File: config.mk
export PLATFORM = sky130hd
export DESIGN_NAME = codec_frame_controller
export DESIGN_NICKNAME = d
export VERILOG_FILES = /design/src/rtl/codec_pkg.sv /design/src/rtl/codec_tag_delay.sv /design/src/rtl/codec_frame_controller.sv
export SDC_FILE = /design/constraint.sdc
export NUM_CORES = 1
export LEC_CHECK = 0
export ABC_CLOCK_PERIOD_IN_PS = 3900
export CAP_MARGIN = 40
export CORE_MARGIN = 3
export CORE_UTILIZATION = 47
export DETAILED_ROUTE_END_ITERATION = 8
export GPL_TIMING_DRIVEN = 0
export PLACE_DENSITY = 0.71
export SETUP_SLACK_MARGIN = 0.5
export SLEW_MARGIN = 10
export SYNTH_ARGS = -nofsm -noshare
export SYNTH_HDL_FRONTEND = slang
export SYNTH_SLANG_ARGS = --single-unit
File: constraint.sdc
create_clock -name CLK -period 3.9 [get_ports CLK]
set_input_delay 0.78 -clock CLK [delete_from_list [all_inputs] [get_ports CLK]]
set_output_delay 0.78 -clock CLK [all_outputs]
set_load 0.05 [all_outputs]
File: src/rtl/codec_pkg.sv
// Shared definitions for the codec frame controller.
// State encoding and default frame timing constants.
package codec_pkg;

    typedef enum logic [2:0] {
        ST_IDLE  = 3'd0,
        ST_LOAD  = 3'd1,
        ST_TAIL  = 3'd2,
        ST_DRAIN = 3'd3,
        ST_DONE  = 3'd4
    } state_e;

    localparam int DEF_FRAME_LEN   = 16;
    localparam int DEF_TAIL_LEN    = 2;
    localparam int DEF_DEC_LATENCY = 8;

    function automatic int max3(input int a, input int b, input int c);
        int m;
        m = (a > b) ? a : b;
        return (m > c) ? m : c;
    endfunction

endpackage

File: src/rtl/codec_tag_delay.sv
// Fixed-depth shift register carrying the payload tag
// alongside the decoder pipeline.
module codec_tag_delay #(
    parameter int DEPTH = 8
) (
    input  logic CLK,
    input  logic RST_N,
    input  logic d,
    output logic q
);

    logic [DEPTH-1:0] sr_q;
    logic [DEPTH-1:0] sr_d;

    // Shift one position per cycle, new tag enters at bit 0
    always_comb begin
        sr_d    = sr_q;
        sr_d[0] = d;
        for (int i = 1; i < DEPTH; i++) begin
            sr_d[i] = sr_q[i-1];
        end
    end

    // Tag storage, cleared on reset
    always_ff @(posedge CLK or negedge RST_N) begin
        if (!RST_N) sr_q <= '0;
        else        sr_q <= sr_d;
    end

    assign q = sr_q[DEPTH-1];

endmodule

File: src/rtl/codec_frame_controller.sv
// Frame sequencer around a K=3 encoder / Viterbi decoder pair:
// load payload, flush the trellis, drain the decoder, pulse done.
module codec_frame_controller
    import codec_pkg::*;
#(
    parameter int FRAME_LEN   = DEF_FRAME_LEN,
    parameter int TAIL_LEN    = DEF_TAIL_LEN,
    parameter int DEC_LATENCY = DEF_DEC_LATENCY
) (
    input  logic CLK,
    input  logic RST_N,
    input  logic start,
    input  logic in_bit,
    input  logic in_valid,
    output logic in_ready,
    output logic enc_in,
    input  logic dec_out,
    output logic out_bit,
    output logic out_valid,
    output logic busy,
    output logic frame_done,
    output logic underrun
);

    localparam int CW =
        $clog2(max3(FRAME_LEN, TAIL_LEN, DEC_LATENCY) + 1);
    localparam logic [CW-1:0] LOAD_LAST  = CW'(FRAME_LEN - 1);
    localparam logic [CW-1:0] TAIL_LAST  = CW'(TAIL_LEN - 1);
    localparam logic [CW-1:0] DRAIN_LAST = CW'(DEC_LATENCY - 1);

    state_e        state_q, state_d;
    logic [CW-1:0] cnt_q, cnt_d;
    logic          underrun_q, underrun_d;
    logic          busy_q, busy_d;
    logic          done_q, done_d;
    logic          ready_q, ready_d;
    logic          load_w;
    logic          tag_in;
    logic          tag_out;

    // Next-state, slot counter and sticky underrun
    always_comb begin
        state_d    = state_q;
        cnt_d      = cnt_q + 1'b1;
        underrun_d = underrun_q;
        unique case (state_q)
            ST_IDLE: begin
                cnt_d = '0;
                if (start) begin
                    state_d    = ST_LOAD;
                    underrun_d = 1'b0;
                end
            end
            ST_LOAD: begin
                if (!in_valid) underrun_d = 1'b1;
                if (cnt_q == LOAD_LAST) begin
                    cnt_d   = '0;
                    state_d = (TAIL_LEN > 0) ? ST_TAIL : ST_DRAIN;
                end
            end
            ST_TAIL: begin
                if (cnt_q == TAIL_LAST) begin
                    cnt_d   = '0;
                    state_d = ST_DRAIN;
                end
            end
            ST_DRAIN: begin
                if (cnt_q == DRAIN_LAST) begin
                    cnt_d   = '0;
                    state_d = ST_DONE;
                end
            end
            ST_DONE: begin
                cnt_d   = '0;
                state_d = ST_IDLE;
            end
            default: begin
                cnt_d   = '0;
                state_d = ST_IDLE;
            end
        endcase
        busy_d  = (state_d != ST_IDLE);
        done_d  = (state_d == ST_DONE);
        ready_d = (state_d == ST_LOAD);
    end

    // FSM state plus registered status outputs
    always_ff @(posedge CLK or negedge RST_N) begin
        if (!RST_N) begin
            state_q    <= ST_IDLE;
            cnt_q      <= '0;
            underrun_q <= 1'b0;
            busy_q     <= 1'b0;
            done_q     <= 1'b0;
            ready_q    <= 1'b0;
        end else begin
            state_q    <= state_d;
            cnt_q      <= cnt_d;
            underrun_q <= underrun_d;
            busy_q     <= busy_d;
            done_q     <= done_d;
            ready_q    <= ready_d;
        end
    end

    assign load_w = (state_q == ST_LOAD);
    assign tag_in = load_w & in_valid;

    codec_tag_delay #(
        .DEPTH (DEC_LATENCY)
    ) u_tag (
        .CLK   (CLK),
        .RST_N (RST_N),
        .d     (tag_in),
        .q     (tag_out)
    );

    assign enc_in     = load_w & in_valid & in_bit;
    assign in_ready   = ready_q;
    assign busy       = busy_q;
    assign frame_done = done_q;
    assign underrun   = underrun_q;
    assign out_valid  = tag_out;
    assign out_bit    = tag_out & dec_out;

endmodule

Word level (Yosys, flattened, before mapping)
Index checks and enable logic that the tools add are counted.
{"block": "totals", "register_bits": 20, "in_bits": 6}
{"block": "classes", "n_addsub": 1, "eq_ne": 10, "n_mux": 12, "bitwise_logic": 3, "n_reduce_logical": 4}
{"operator": "$mux 5", "count": 3}
{"operator": "$pmux 5 s3", "count": 1}
{"operator": "$mux 3", "count": 4}
{"operator": "$pmux 3 s4", "count": 1}
{"operator": "$eq 3x1->1 const B", "count": 2}
{"operator": "$eq 3x2->1 const B", "count": 2}
{"operator": "$add 5x1->5 const B", "count": 1}
{"operator": "$eq 5x1->1 const B", "count": 1}
{"operator": "$eq 5x3->1 const B", "count": 1}
{"operator": "$eq 5x4->1 const B", "count": 1}
{"operator": "$ne 2x2->1 const B", "count": 2}
{"operator": "$and 1x1->1", "count": 3}
{"operator": "$eq 3x3->1 const B", "count": 1}
{"operator": "$logic_not 3->1", "count": 1}
{"operator": "$reduce_and 3->1", "count": 1}
{"operator": "$reduce_bool 3->1", "count": 1}
{"operator": "$mux 1", "count": 2}
{"operator": "$pmux 1 s2", "count": 1}
{"operator": "$reduce_bool 2->1", "count": 1}

Logic depth before layout (Yosys ltp)
{"block": "depth", "word_depth": 4, "mapped_depth": 7}

Cells and area by module
A second synthesis with hierarchy kept.
{"block": "unflattened", "hier_cells": 70, "area_unflattened_um2": 828.3}
{"mod": "codec_frame_controller", "n_inst": 1, "cells_each": 62, "area_per_inst_um2": 628.1, "seq_area_each_um2": 300.3}
{"mod": "codec_tag_delay", "n_inst": 1, "cells_each": 8, "area_per_inst_um2": 200.2, "seq_area_each_um2": 200.2}

Least setup slack after synthesis
No wires, ideal clock.
{"block": "synth_timing", "kind": "input to output", "start": "in in_valid", "end": "out enc_in", "arrival_ns": 1.344, "required_time_ns": 3.120, "slack_ns": 1.776, "path_stages": 2, "n_path_buf": 0, "cell_sequence": "and3_1 > and2_1"}
{"block": "synth_via", "elab_chain_len": 2}
{"element": "start, declared", "line_no": "codec_frame_controller.sv:14", "rtl": "input logic in_valid,"}
{"element": "$and 1x1->1 (2 in series)", "line_no": "codec_frame_controller.sv:118", "rtl": "assign enc_in = load_w & in_valid & in_bit;"}
{"element": "end, declared", "line_no": "codec_frame_controller.sv:16", "rtl": "output logic enc_in,"}
No other way between the ends.

Worst setup path in the final report
{"block": "layout_timing", "start": "in in_valid", "end": "out enc_in"}
{"block": "layout_via", "elab_chain_len": 2}
{"element": "$and 1x1->1"}
{"element": "named net tag_in", "line_no": "codec_frame_controller.sv:38", "rtl": "logic tag_in;"}
{"element": "$and 1x1->1", "line_no": "codec_frame_controller.sv:118"}
The timed path passes the listed nets, and every way through them passes these cells.

==> flow_metrics.env <==
export IMPL_status="complete, no violations"
export IMPL_power_leakage_nw=0.475
export IMPL_synthAdderAreaFrac=0.0593
export IMPL_drc=0
export IMPL_tritoncts="done"
export IMPL_r2r_start="cnt_q[0]"
export IMPL_max_freq_ghz=0.316
export IMPL_setup_viol=0
export IMPL_vdd_drop_max_uv=466
export IMPL_clkPwrFrac=0.209
export IMPL_startpoint_type="input port"
export IMPL_most_common_layout_cells="20 x dfrtp_1, 12 x clkdlybuf4s50_1, 7 x nor3_1, 6 x inv_1, 5 x nor2_1"
export IMPL_cellInternalPower_mw=0.507
export IMPL_worstMarginPinSlew_ns=0.498
export IMPL_syn_nets=85
export IMPL_cts_made_buffers=3
export IMPL_worstReg2RegEnd="cnt_q[3]"
export IMPL_synth_top_family_by_area="simple AND/OR/NAND/NOR gates"
export IMPL_grt_use_total=0.151
export IMPL_hp_start="u_tag.sr_q[3]"
export IMPL_clk_latency_ns=0.30
export IMPL_synth_xor_area_frac=0.0208
export IMPL_r2r_cells=7
export IMPL_synth_mux_area_frac=0
export IMPL_switchingPower_mw=0.301
export IMPL_finalCriticalPeriod_ns=3.16
export IMPL_firstDrtPassIters=4
export IMPL_die_area_um2=2340
export IMPL_cts_hold_buf=0
export IMPL_rows=14
export IMPL_ys_warn_count=0
export IMPL_tns_ns=0
export IMPL_synth_seq_cells=20
export IMPL_drt_initial_drc_count=7
export IMPL_initial_core_util=0.529
export IMPL_min_period_over_period=0.811
export IMPL_switching_share=0.373
export IMPL_ys_types=27
export IMPL_viasPerCell=5.26
export IMPL_seq_area_frac_synth=0.593
export IMPL_drive_gt1_frac=0.109
export IMPL_routed_wl_mm=1.50
export IMPL_synthesis_area_um2=843
export IMPL_endpoint_kind="output pin"
export IMPL_grt_overflow=0
export IMPL_cts_htree_levels=1
export IMPL_clock_skew_ns=0.00303
export IMPL_required_ns=3.12
export IMPL_place_gp_congestion=0.763
export IMPL_hold_path_end="u_tag.sr_q[4]"
export IMPL_clk_pin_slew_ns=0.11
export IMPL_clkSinkCount=20
export IMPL_pwr_share_seq=0.404
export IMPL_r2r_slack_ns=2.19
export IMPL_cp_max_fo=2
export IMPL_cts_root_buf="clkbuf_4"
export IMPL_portBuffers=12
export IMPL_grt_pass1_wl_mm=2.76
export IMPL_ios=13
export IMPL_wl_per_cell_um=12.9
export IMPL_hpwl_mm=1.11
export IMPL_postSynthAreaPerCell_um2=11.2
export IMPL_combPwrFrac=0.386
export IMPL_fin_area_um2=1060
export IMPL_vias=610
export IMPL_grt_antenna_before_repair=0
export IMPL_first_global_vias=619
export IMPL_powerDensity_nw_per_um2=762
export IMPL_cts_buffer_depth=2
export IMPL_grt_max_degree=20
export IMPL_layoutNonFillerInstCount=116
export IMPL_syn_inst=75
export IMPL_mostFrequentLayoutCell="dfrtp_1"
export IMPL_rsz0062_at_grt="no"
export IMPL_cp_data_arrival_time_ns=2.38
export IMPL_diodes=0
export IMPL_ant_nets=0
export IMPL_dp_cells=112
export IMPL_postPlaceCellArea_um2=1010
export IMPL_die_x_um=48.4
export IMPL_whs_path_depth=0
export IMPL_slew_viol_final=0
export IMPL_core_um2=1590
export IMPL_postCtsSetupRepairBufs=0
export IMPL_cts_resized=0
export IMPL_max_slew_margin_rel=0.667
export IMPL_hold_viol_final=0
export IMPL_area_growth_pct=25.8
export IMPL_synth_compound_area_frac=0.104
export IMPL_die_y_um=48.4
export IMPL_fin_nets=103
export IMPL_cap_violations=0
export IMPL_worstSetupPathType="in2out"
export IMPL_synth_simple_area_share=0.177
export IMPL_hp_class="reg2reg"
## cells by family (layout without fill, tap and decap cells)
family	after synthesis	in the layout
and+or+nand+nor	28	28
DFF	20	20
AOI/OAI and AO/OA	13	13
buffers and inverters	8	25
adders and majority gates	4	4
xor gates and xnor gates	2	2
## critical path, stage by stage
cell	delay, ns
clkdlybuf4s50_1	0.47
and3_1	0.19
and2_1	0.14
clkdlybuf4s50_1	0.80
## sequential cells by signal, indices dropped and copies added (netlist names)
signal      flops
busy            1
u_tag.sr_q      8
underrun        1
in_ready        1
state_q         3
frame_done      1
cnt_q           5
## final cells by class
class / instances / area (um^2)
repair buffers: 13 / 135
fillers: 121 / 533
multi-input cells: 47 / 304
well taps: 24 / 30.0
clock inverters: 1 / 30.0
flip-flops and latches: 20 / 500
plain buffers: 2 / 16.3
inverters: 6 / 22.5
clock buffers: 3 / 22.5
## cell usage after synthesis, drive strengths merged
cell type,n,share of area
dfrtp,20,0.59
nor3,7,0.042
inv,6,0.027
nor2,5,0.022
a21oi,4,0.024
ha,4,0.059
nand3,4,0.024
nand2,3,0.013
o21ai,3,0.018
a211oi,2,0.024
and2,2,0.015
buf,2,0.019
and3,1,0.0074
nand4,1,0.0074
nor2b,1,0.0074
nor3b,1,0.0089
o21a,1,0.0089
o2bb2ai,1,0.010
o31ai,1,0.0089
o32ai,1,0.010
or2,1,0.0074
or2b,1,0.0089
or3b,1,0.013
xnor2,1,0.010
xor2,1,0.010
## power groups by stage
stage	Clock [mW]	Sequential, mW	Combinational (mW)
after CTS	0.172	0.328	0.315
after floorplan	0	0.379	0.170
after global placement	0	0.329	0.305
after detailed placement	0	0.332	0.313
after global routing	0.179	0.339	0.344
final	0.169	0.327	0.312
## metrics by stage
stage	utilization	setup slack [ns]	hold slack (ns)	total power, mW
6_report	0.666	0.739	0.361	0.808
3_5_place_dp	0.633	0.749	0.336	0.645
2_1_floorplan	-	1.78	0.331	0.548
4_1_cts	0.666	0.738	0.363	0.815
5_1_grt	0.666	0.681	0.369	0.863
3_3_place_gp	0.623	0.778	0.335	0.634
## per-layer routing
layer	part of all wire	wire length, um	GRT usage	vias to the layer above
met5	0	0	0	-
met4	0.025	38	0.0711	0
met3	0.057	85	0.0337	5
met2	0.48	713	0.241	20
met1	0.44	658	0.196	293
li1	-	-	-	292
## worst max path at each step
stage,to,cells after the start,slack (ns),start
5_1_grt,enc_in,4,0.68,in_valid
3_5_place_dp,enc_in,4,0.75,in_valid
2_1_floorplan,enc_in,2,1.78,in_valid
3_3_place_gp,enc_in,4,0.78,in_valid
6_report,enc_in,4,0.74,in_valid
4_1_cts,enc_in,4,0.74,in_valid
No activity file was read; power rests on OpenSTA's default activity.
==> RTL edit: new RTL, same flow settings <==
Change the package constant `DEF_DEC_LATENCY` from 8 to 4.
--- a/src/rtl/codec_pkg.sv
+++ b/src/rtl/codec_pkg.sv
@@ -13,5 +13,5 @@
     localparam int DEF_FRAME_LEN   = 16;
     localparam int DEF_TAIL_LEN    = 2;
-    localparam int DEF_DEC_LATENCY = 8;
+    localparam int DEF_DEC_LATENCY = 4;
 
     function automatic int max3(input int a, input int b, input int c);
Formal check against the unedited RTL: not equivalent (a bounded check fails within 10 cycles, from zero or initial values and one cycle with RST_N low).
==> RTL edit against the unedited design <==
Sequential cell count is 4 lower; total power is 19% lower; synthesized area is 14% lower; wire length is 23% lower; count of clock-buffer cells in the layout stayed put; clock skew hardly changed; cell area is 17% lower; setup slack better by 51 ps.
==> RTL edit: results (changes against the unedited design) <==
Total track usage = 13.6% (-1.5 points)
H-tree levels = 1 (unchanged)
HP Class = reg2reg
Clk slew on worst S/H paths = 80 ps (-30 ps)
Critical path origin = in_valid
Post-synth top cells = 16 x dfrtp_1, 8 x a21oi_1, 5 x nand2_1, 5 x nor2_1, 5 x nor3_1
Worst-Skew Late Latency = 270 ps (-30 ps)
Reg-to-reg critical path endpoint = cnt_q[0]
P_seq = 0.262 mW (-20%)
Pre-Repair DR Iteration Count = 4 (unchanged)
Share of layout cells above drive strength 1 = 6.02% (-4.8 points)
Critical path peak fanout = 2 (unchanged)
Post-Place Cells = 95 (-15%)
Hold endpoint = u_tag.sr_q[3]
Syn nets = 78 (-8.2%)
Clock Skews = 3.52 ps (+0.493 ps)
Top Registers = cnt_q (5), u_tag.sr_q (4), state_q (3)
First-pass GRT wire length = 1.99 mm (-28%)
Antenna diode count = 0 (unchanged)
Iter 0 DRT Violations = 13 (+6)
HP Start = u_tag.sr_q[2]
R2R Setup Slk = 2330 ps (+140 ps)
Largest net degree at the start of global routing = 17 (-15%)
Sequential area share after synthesis = 55.4% (-4.0 points)
Clock root cell = clkbuf_4
Cts bufs inserted = 3 (unchanged)
Via count = 514 (-16%)
Outcome = finished, final reports clean
Post-CTS sizing = 0 (unchanged)
DP Wirelength = 909 microns (-18%)
DRT Wirelength = 1.15 mm (-23%)
Yosys cell types = 23 (-15%)
FF-to-FF path depth = 7 (unchanged)
Routability cong. = 0.728 (-4.6%)
Post-Layout Cell Count = 98 (-16%)
CP arrival = 2330 ps (-50 ps)
Port Buf Inserts = 12 (unchanged)
Post-synth ARST share = 100% (unchanged)
Internal power = 0.384 mW (-24%)
Largest cells by area after synthesis = dfrtp_1 55%, ha_1 6.9%, a21oi_1 5.5%, nor3_1 3.5%, nand2_1 2.6%
Maximum VDD drop = 0.416 mV (-11%)
Vias in the first global route = 486 (-21%)
Initial antenna violation count = 0 (unchanged)
Place WS = 778 ps (+28.9 ps)
Worst Tran Pin Value = 695 ps (+197 ps)
Avg Cell Area, Syn = 10.6 sq um (-5.4%)
LEAKAGE = 0.402 nW (-15%)
==> RTL edit: worst max path at each step <==
stage	to	depth (start not counted)	slack, ps
3_3_place_gp	enc_in	4	790
2_1_floorplan	enc_in	2	1780
4_1_cts	enc_in	4	780
5_1_grt	enc_in	4	740
6_report	enc_in	4	790
3_5_place_dp	enc_in	4	780
==> RTL edit: per-layer routing <==
layer | track usage, % | up-vias | wire (microns)
li1 | - | 263 | -
met1 | 18.4 | 230 | 556
met2 | 19.2 | 17 | 491
met3 | 3.19 | 4 | 81
met4 | 8.77 | 0 | 25
met5 | 0 | - | 0
==> RTL edit: worst max-delay path, cell delays in order <==
cell and delay, ps:
clkdlybuf4s50_1 470, and3_1 170, and2_1 120, clkdlybuf4s50_1 790
==> RTL edit: layout make-up <==
| type | count | area, sq um |
|---|---|---|
| repair buffers | 12 | 120 |
| multi-input cells | 46 | 293 |
| well taps | 15 | 18.8 |
| inverters | 4 | 15.0 |
| flip-flops and latches | 16 | 400 |
| clock buffers | 3 | 22.5 |
| fillers | 120 | 482 |
| plain buffers | 2 | 15.0 |
==> RTL edit: stage by stage <==
stage	instance area [sq um]	hold WS [ps]	power [mW]	utilization, %
after floorplan	723	331	0.498	-
after global placement	862	332	0.576	63.1
after detailed placement	862	344	0.583	63.1
after CTS	885	364	0.666	64.7
after global routing	885	375	0.709	64.7
final	885	357	0.658	64.7
==> RTL edit: cells by family after synthesis <==
family | count (synthesis) | share of synthesized area (%)
buf+inv | 6 | 4.15
fa+ha+maj | 4 | 6.92
simple gates | 26 | 17.8
xor+xnor | 2 | 2.42
flops | 16 | 55.4
compound gates | 13 | 11.9
mux | 1 | 1.38
